===== src/rtl/fetch_unit.sv =====
// Instruction fetch unit: issues one memory request at a time, pushes returned words into
// the instruction buffer, parks a word when the buffer is full, and squashes stale responses on redirect.
module fetch_unit #(
  parameter int                    ADDR_WIDTH = 32,
  parameter int                    INST_WIDTH = 32,
  parameter logic [ADDR_WIDTH-1:0] RESET_PC   = '0
) (
  input  logic                  clk,
  input  logic                  reset,
  input  logic                  stall,
  input  logic                  redirect_valid,
  input  logic [ADDR_WIDTH-1:0] redirect_pc,
  output logic                  imem_req_valid,
  input  logic                  imem_req_ready,
  output logic [ADDR_WIDTH-1:0] imem_req_addr,
  input  logic                  imem_resp_valid,
  input  logic [INST_WIDTH-1:0] imem_resp_data,
  output logic                  buf_write_en,
  output logic [INST_WIDTH-1:0] buf_data,
  output logic [ADDR_WIDTH-1:0] buf_pc,
  input  logic                  buf_is_full,
  output logic [ADDR_WIDTH-1:0] fetch_pc
);

  typedef enum logic [1:0] {
    FETCH   = 2'd0,
    WAIT    = 2'd1,
    HOLD    = 2'd2,
    DISCARD = 2'd3
  } state_t;

  state_t                  state, next_state;
  logic [ADDR_WIDTH-1:0]   next_pc;
  logic [INST_WIDTH-1:0]   hold_q, next_hold;
  logic                    write_raw;
  logic [ADDR_WIDTH-1:0]   pc_plus4;

  assign pc_plus4 = fetch_pc + ADDR_WIDTH'(4);

  // Outputs are gated by reset so nothing leaks out while reset is held.
  assign imem_req_valid = (state == FETCH) & ~stall & ~redirect_valid & ~reset;
  assign imem_req_addr  = fetch_pc;
  assign buf_pc         = fetch_pc;
  assign buf_write_en   = write_raw & ~buf_is_full & ~reset;

  always_ff @(posedge clk or posedge reset) begin
    if (reset) begin
      state    <= FETCH;
      fetch_pc <= RESET_PC;
      hold_q   <= '0;
    end else begin
      state    <= next_state;
      fetch_pc <= next_pc;
      hold_q   <= next_hold;
    end
  end

  // Redirect outranks every other event; a redirect while a request is still
  // in flight sends us to DISCARD so the stale beat is swallowed.
  always_comb begin
    next_state = state;
    next_pc    = fetch_pc;
    next_hold  = hold_q;
    write_raw  = 1'b0;
    buf_data   = '0;
    case (state)
      FETCH: begin
        if (redirect_valid) begin
          next_pc = redirect_pc;
        end else if (imem_req_valid && imem_req_ready) begin
          next_state = WAIT;
        end
      end
      WAIT: begin
        if (redirect_valid) begin
          next_pc    = redirect_pc;
          next_state = imem_resp_valid ? FETCH : DISCARD;
        end else if (imem_resp_valid) begin
          if (buf_is_full) begin
            next_hold  = imem_resp_data;
            next_state = HOLD;
          end else begin
            write_raw  = 1'b1;
            buf_data   = imem_resp_data;
            next_pc    = pc_plus4;
            next_state = FETCH;
          end
        end
      end
      HOLD: begin
        if (redirect_valid) begin
          next_pc    = redirect_pc;
          next_state = FETCH;
        end else if (!buf_is_full) begin
          write_raw  = 1'b1;
          buf_data   = hold_q;
          next_pc    = pc_plus4;
          next_state = FETCH;
        end
      end
      DISCARD: begin
        if (redirect_valid) begin
          next_pc = redirect_pc;
        end else if (imem_resp_valid) begin
          next_state = FETCH;
        end
      end
      default: next_state = FETCH;
    endcase
    if (reset) begin
      buf_data = '0;
    end
  end

endmodule

===== config.mk =====
export PLATFORM = sky130hd
export DESIGN_NAME = fetch_unit
export DESIGN_NICKNAME = d
export VERILOG_FILES = /design/src/rtl/fetch_unit.sv
export SDC_FILE = /design/constraint.sdc
export NUM_CORES = 1
export LEC_CHECK = 0
export BUFFER_PORTS_ARGS = -buffer_cell sky130_fd_sc_hd__buf_4
export CORE_MARGIN = 5
export CORE_UTILIZATION = 39
export CTS_BUF_LIST = sky130_fd_sc_hd__clkbuf_2
export DETAILED_ROUTE_END_ITERATION = 7
export PLACE_DENSITY = 0.69
export SLEW_MARGIN = 20
export SYNTH_ARGS = -nofsm -noshare
export SYNTH_HDL_FRONTEND = slang
export SYNTH_SLANG_ARGS = --single-unit

===== constraint.sdc =====
create_clock -name clk -period 6.8 [get_ports clk]
set_input_delay 1.02 -clock clk [delete_from_list [all_inputs] [get_ports clk]]
set_output_delay 1.02 -clock clk [all_outputs]
set_load 0.005 [all_outputs]

==> metrics.md <==
| Metric | Value |
|---|---|
| Via count of the first global-routing pass | `3857` |
| Sink Count | `66` |
| N_diodes | `0` |
| Reg-to-reg setup timing slack | `4.32 ns` |
| Number of vias per cell | `5.42` |
| Antenna Nets Post-Route | `0` |
| Area share of the largest cell type after synthesis | `0.382` |
| Number of design-rule violations left by the first detailed-router iteration | `about 230` |
| Row cnt | `38` |
| Number of cells produced by synthesis | `472` |
| Setup WS pre-CTS | `roughly 2.4 ns` |
| Count of max-cap constraint violations | `0` |
| Post-Synth Simple-Gate Area | `0.173` |
| CTS tree | `yes` |
| Launch instance of the worst min-delay path | `hold_q[8]` |
| Internal power of the cells | `between 1000 and 1500 uW` |
| Period utilisation layout | `0.581` |
| R2r worst-path depth | `7` |
| Share of synthesized registers carrying an async set or reset | `1.00` |
| Master cell of the clock root buffer | `clkbuf_2` |
| Largest cells by area after synthesis | `dfrtp_1 38%, buf_4 11%, mux2_2 8.9%` |
| Number of levels the H-tree was split into | `3` |
| Synthesized Nets | `548` |
| Effective utilization at floorplan | `0.398` |
| DRT met1 WL | `5.36 mm` |
| Count of flip-flops with a built-in enable after synthesis | `0` |
| Power dissipated by switching net loads | `764 uW` |
| Fraction of power consumed by sequential logic | `0.409` |
| Top sig layer | `met4` |
| Worst-case hold path end point | `hold_q[8]` |
| Hold path cells | `1` |
| Maximum clock frequency | `about 250 MHz` |
| Finished Core Util | `0.507` |
| Primary FF master, synth | `dfrtp_1` |
| Met2 layer wire length in the routed design | `5.95 mm` |
| Post-synthesis mux area share | `0.0886` |
| Number of optimization iterations in the first detailed-route pass | `4` |
| PnR worst setup slack | `2.85 ns` |
| Die footprint | `13300 um^2` |
| Adder-cell share of the synthesized area | `0.0145` |
| Detail Route met3 WL | `between 1 and 1.5 mm` |
| Hold Worst Slack | `0.533 ns` |
| Endpoint arrival time on the critical path | `2.93 ns` |
| Worst-skew pair later-pin latency | `0.47 ns` |
| Final number of max-transition violations | `0` |
| Sequential area share after synthesis | `0.382` |
| Crit path launch type | `input pin` |
| Crit path time final | `3.95 ns` |
| Gates resized, CTS repair | `0` |
| Sum of negative setup slack | `0 ns` |
| Syn avg cell area | `slightly above 9 um^2` |
| Proportion of layout cells with a drive suffix above 1 | `0.457` |
| Critical Setup Path Class | `input pin to primary output` |
| Count of hold-fix buffers inserted at cts | `0` |
| Critical register-to-register path startpoint | `state[0]` |
| Number of top-level design ports | `201` |
| Most common cell after layout, fill and taps aside | `buf_4` |
| Dpl hpwl | `9.19 mm` |
| Worst Tran Pin Value | `0.892 ns` |
| Final Net Count | `670` |
| Wirelength per Cell | `~17 um` |
| Slowest stage cell on the critical path | `buf_4` |
| Width of the chip | `115 um` |
| Yosys warning count | `0` |
| Clk slew on worst S/H paths | `roughly 0.18 ns` |
| Remaining DRCs | `0` |
| Classification of the worst-slack hold path | `flop to flop` |
| Largest net degree at the start of global routing | `68` |
| Proportion of total power due to net switching | `0.408` |
| Outcome | `finished clean` |
| Setup bufs post-CTS | `0` |
| Wirelength, routed | `12.6 mm` |
| Cell type with the highest occurrence count on the critical path | `buf_4` |
| Dominant combinational cell family by area after synthesis | `compound AO/OA/AOI/OAI gates` |
| Congestion Overflow GR | `0` |
| Worst VDD drop | `0.178 mV` |
| Port buffer count | `200` |
| Largest clock skew in the final design | `0.0202 ns` |
| LEAKAGE | `0.00248 uW` |
| Xor/xnor share of the synthesized area | `0.00406` |
| Count of vias placed by the detailed router | `4006` |
| Sequence of cells on the critical path | `buf_4, inv_2, buf_4, nand2_2, nor3_1, buf_4` |
| Clock tree buffer depth | `2` |
| Worst setup EP type | `primary output` |
| # fillers | `1042` |
| Maximum fanout count along the critical path | `67` |
| Delay of the slowest cell on the worst path | `0.66 ns` |
| Synth-to-layout area growth | `27.1%` |
| Data required time of the critical path | `5.78 ns` |
| Weighted congestion reported at the end of routability-driven placement | `0.843` |
| Cell taking the most area after synthesis | `dfrtp_1` |
| TritonCTS buffer count | `9` |
| Cell variety after synth | `58` |
| Height of the die | `approximately 120 um` |
| Share of total power in combinational logic | `0.491` |
| Antenna violations before repair | `0` |
| Highest-count cells in the layout ignoring fill and taps | `203 x buf_4, 66 x dfrtp_1, 63 x nor2_1` |
| Power Density | `341 nW/um^2` |
| Synthesized flop and latch total | `66` |
| Terminus of the critical flop-to-flop path | `buf_pc[27]` |
| Setup-failing EPs final | `0` |
| Unrepaired setup endpoints after global routing | `no` |
| Global-route wire length before repair | `19.7 mm` |
| Global-route usage over all layers | `0.183` |
| Portion of total power attributed to the clock network | `0.100` |
| Core region area | `10800 um^2` |
| Post-synthesis compound-gate area fraction | `0.191` |
| Number of failing hold endpoints at the final stage | `0` |
| Post-Syn Area | `4320 um^2` |
| Worst relative slew slack | `0.405` |
-- metal layers --
layer | track usage | vias up
met5 | 0 | -
met4 | 0.0430 | 0
met3 | 0.0442 | 7
met2 | 0.306 | 199
met1 | 0.240 | 1908
li1 | - | 1892
-- final cells by class --
type | instances | area, um^2 | share of cell area
Tap cell | 140 | 175 | 0.0319
Inverter | 5 | 18.8 | 0.00342
Sequential cell | 66 | 1650 | 0.301
Multi-Input combinational cell | 309 | 2040 | 0.372
Clock inverter | 7 | 36.3 | 0.00661
Timing Repair Buffer | 203 | 1520 | 0.278
Clock buffer | 9 | 45.0 | 0.00820
-- kinds of logic after synthesis --
family | count (synthesis)
mux | 34
flops | 66
fa+ha+maj | 5
simple gates | 150
compound gates | 118
xor+xnor | 2
buf+inv | 97
-- state kept, by name, summed over array words and instances, names as in the netlist --
name    flops
buf_pc     32
state       2
hold_q     32
-- worst max-delay path, delay by kind of cell --
family        cells  cell delay (ns)
simple gates      2             0.91
buf+inv           4             0.96
-- Yosys cell counts, drive strengths merged, types with 5 or more instances --
cell / instances
and3: 7
mux2: 34
inv: 5
a22oi: 37
a21oi: 25
and2: 5
nand2: 34
nand3: 15
clkbuf: 19
buf: 73
nor3: 6
o21ai: 12
nand4: 6
a31oi: 7
ha: 5
nor2: 63
o22a: 5
dfrtp: 66
-- per-stage QoR --
stage | std cells | power, uW | instance area, um^2
2_1_floorplan | 472 | 1380 | 4320
3_3_place_gp | 723 | 1670 | 5410
3_5_place_dp | 723 | 1700 | 5410
4_1_cts | 739 | 1890 | 5490
5_1_grt | 739 | 2010 | 5490
6_report | 739 | 1870 | 5490
-- worst max path at each step --
stage	from	cells after the start	to	slack [ns]
2_1_floorplan	reset	4	buf_data[10]	2.61
3_3_place_gp	reset	6	buf_write_en	2.51
3_5_place_dp	reset	6	buf_write_en	2.37
4_1_cts	reset	6	buf_write_en	2.34
5_1_grt	reset	6	buf_write_en	2.50
6_report	reset	6	buf_write_en	2.85
-- power by group through the flow --
stage / sequential (uW) / clock (uW) / combinational, uW
floorplan: 718 / 0 / 664
global placement: 757 / 0 / 910
detailed placement: 775 / 0 / 927
CTS: 767 / 196 / 928
global route: 796 / 211 / 1000
finish: 766 / 188 / 919
Note: power is estimated with default switching activity, not from simulation.
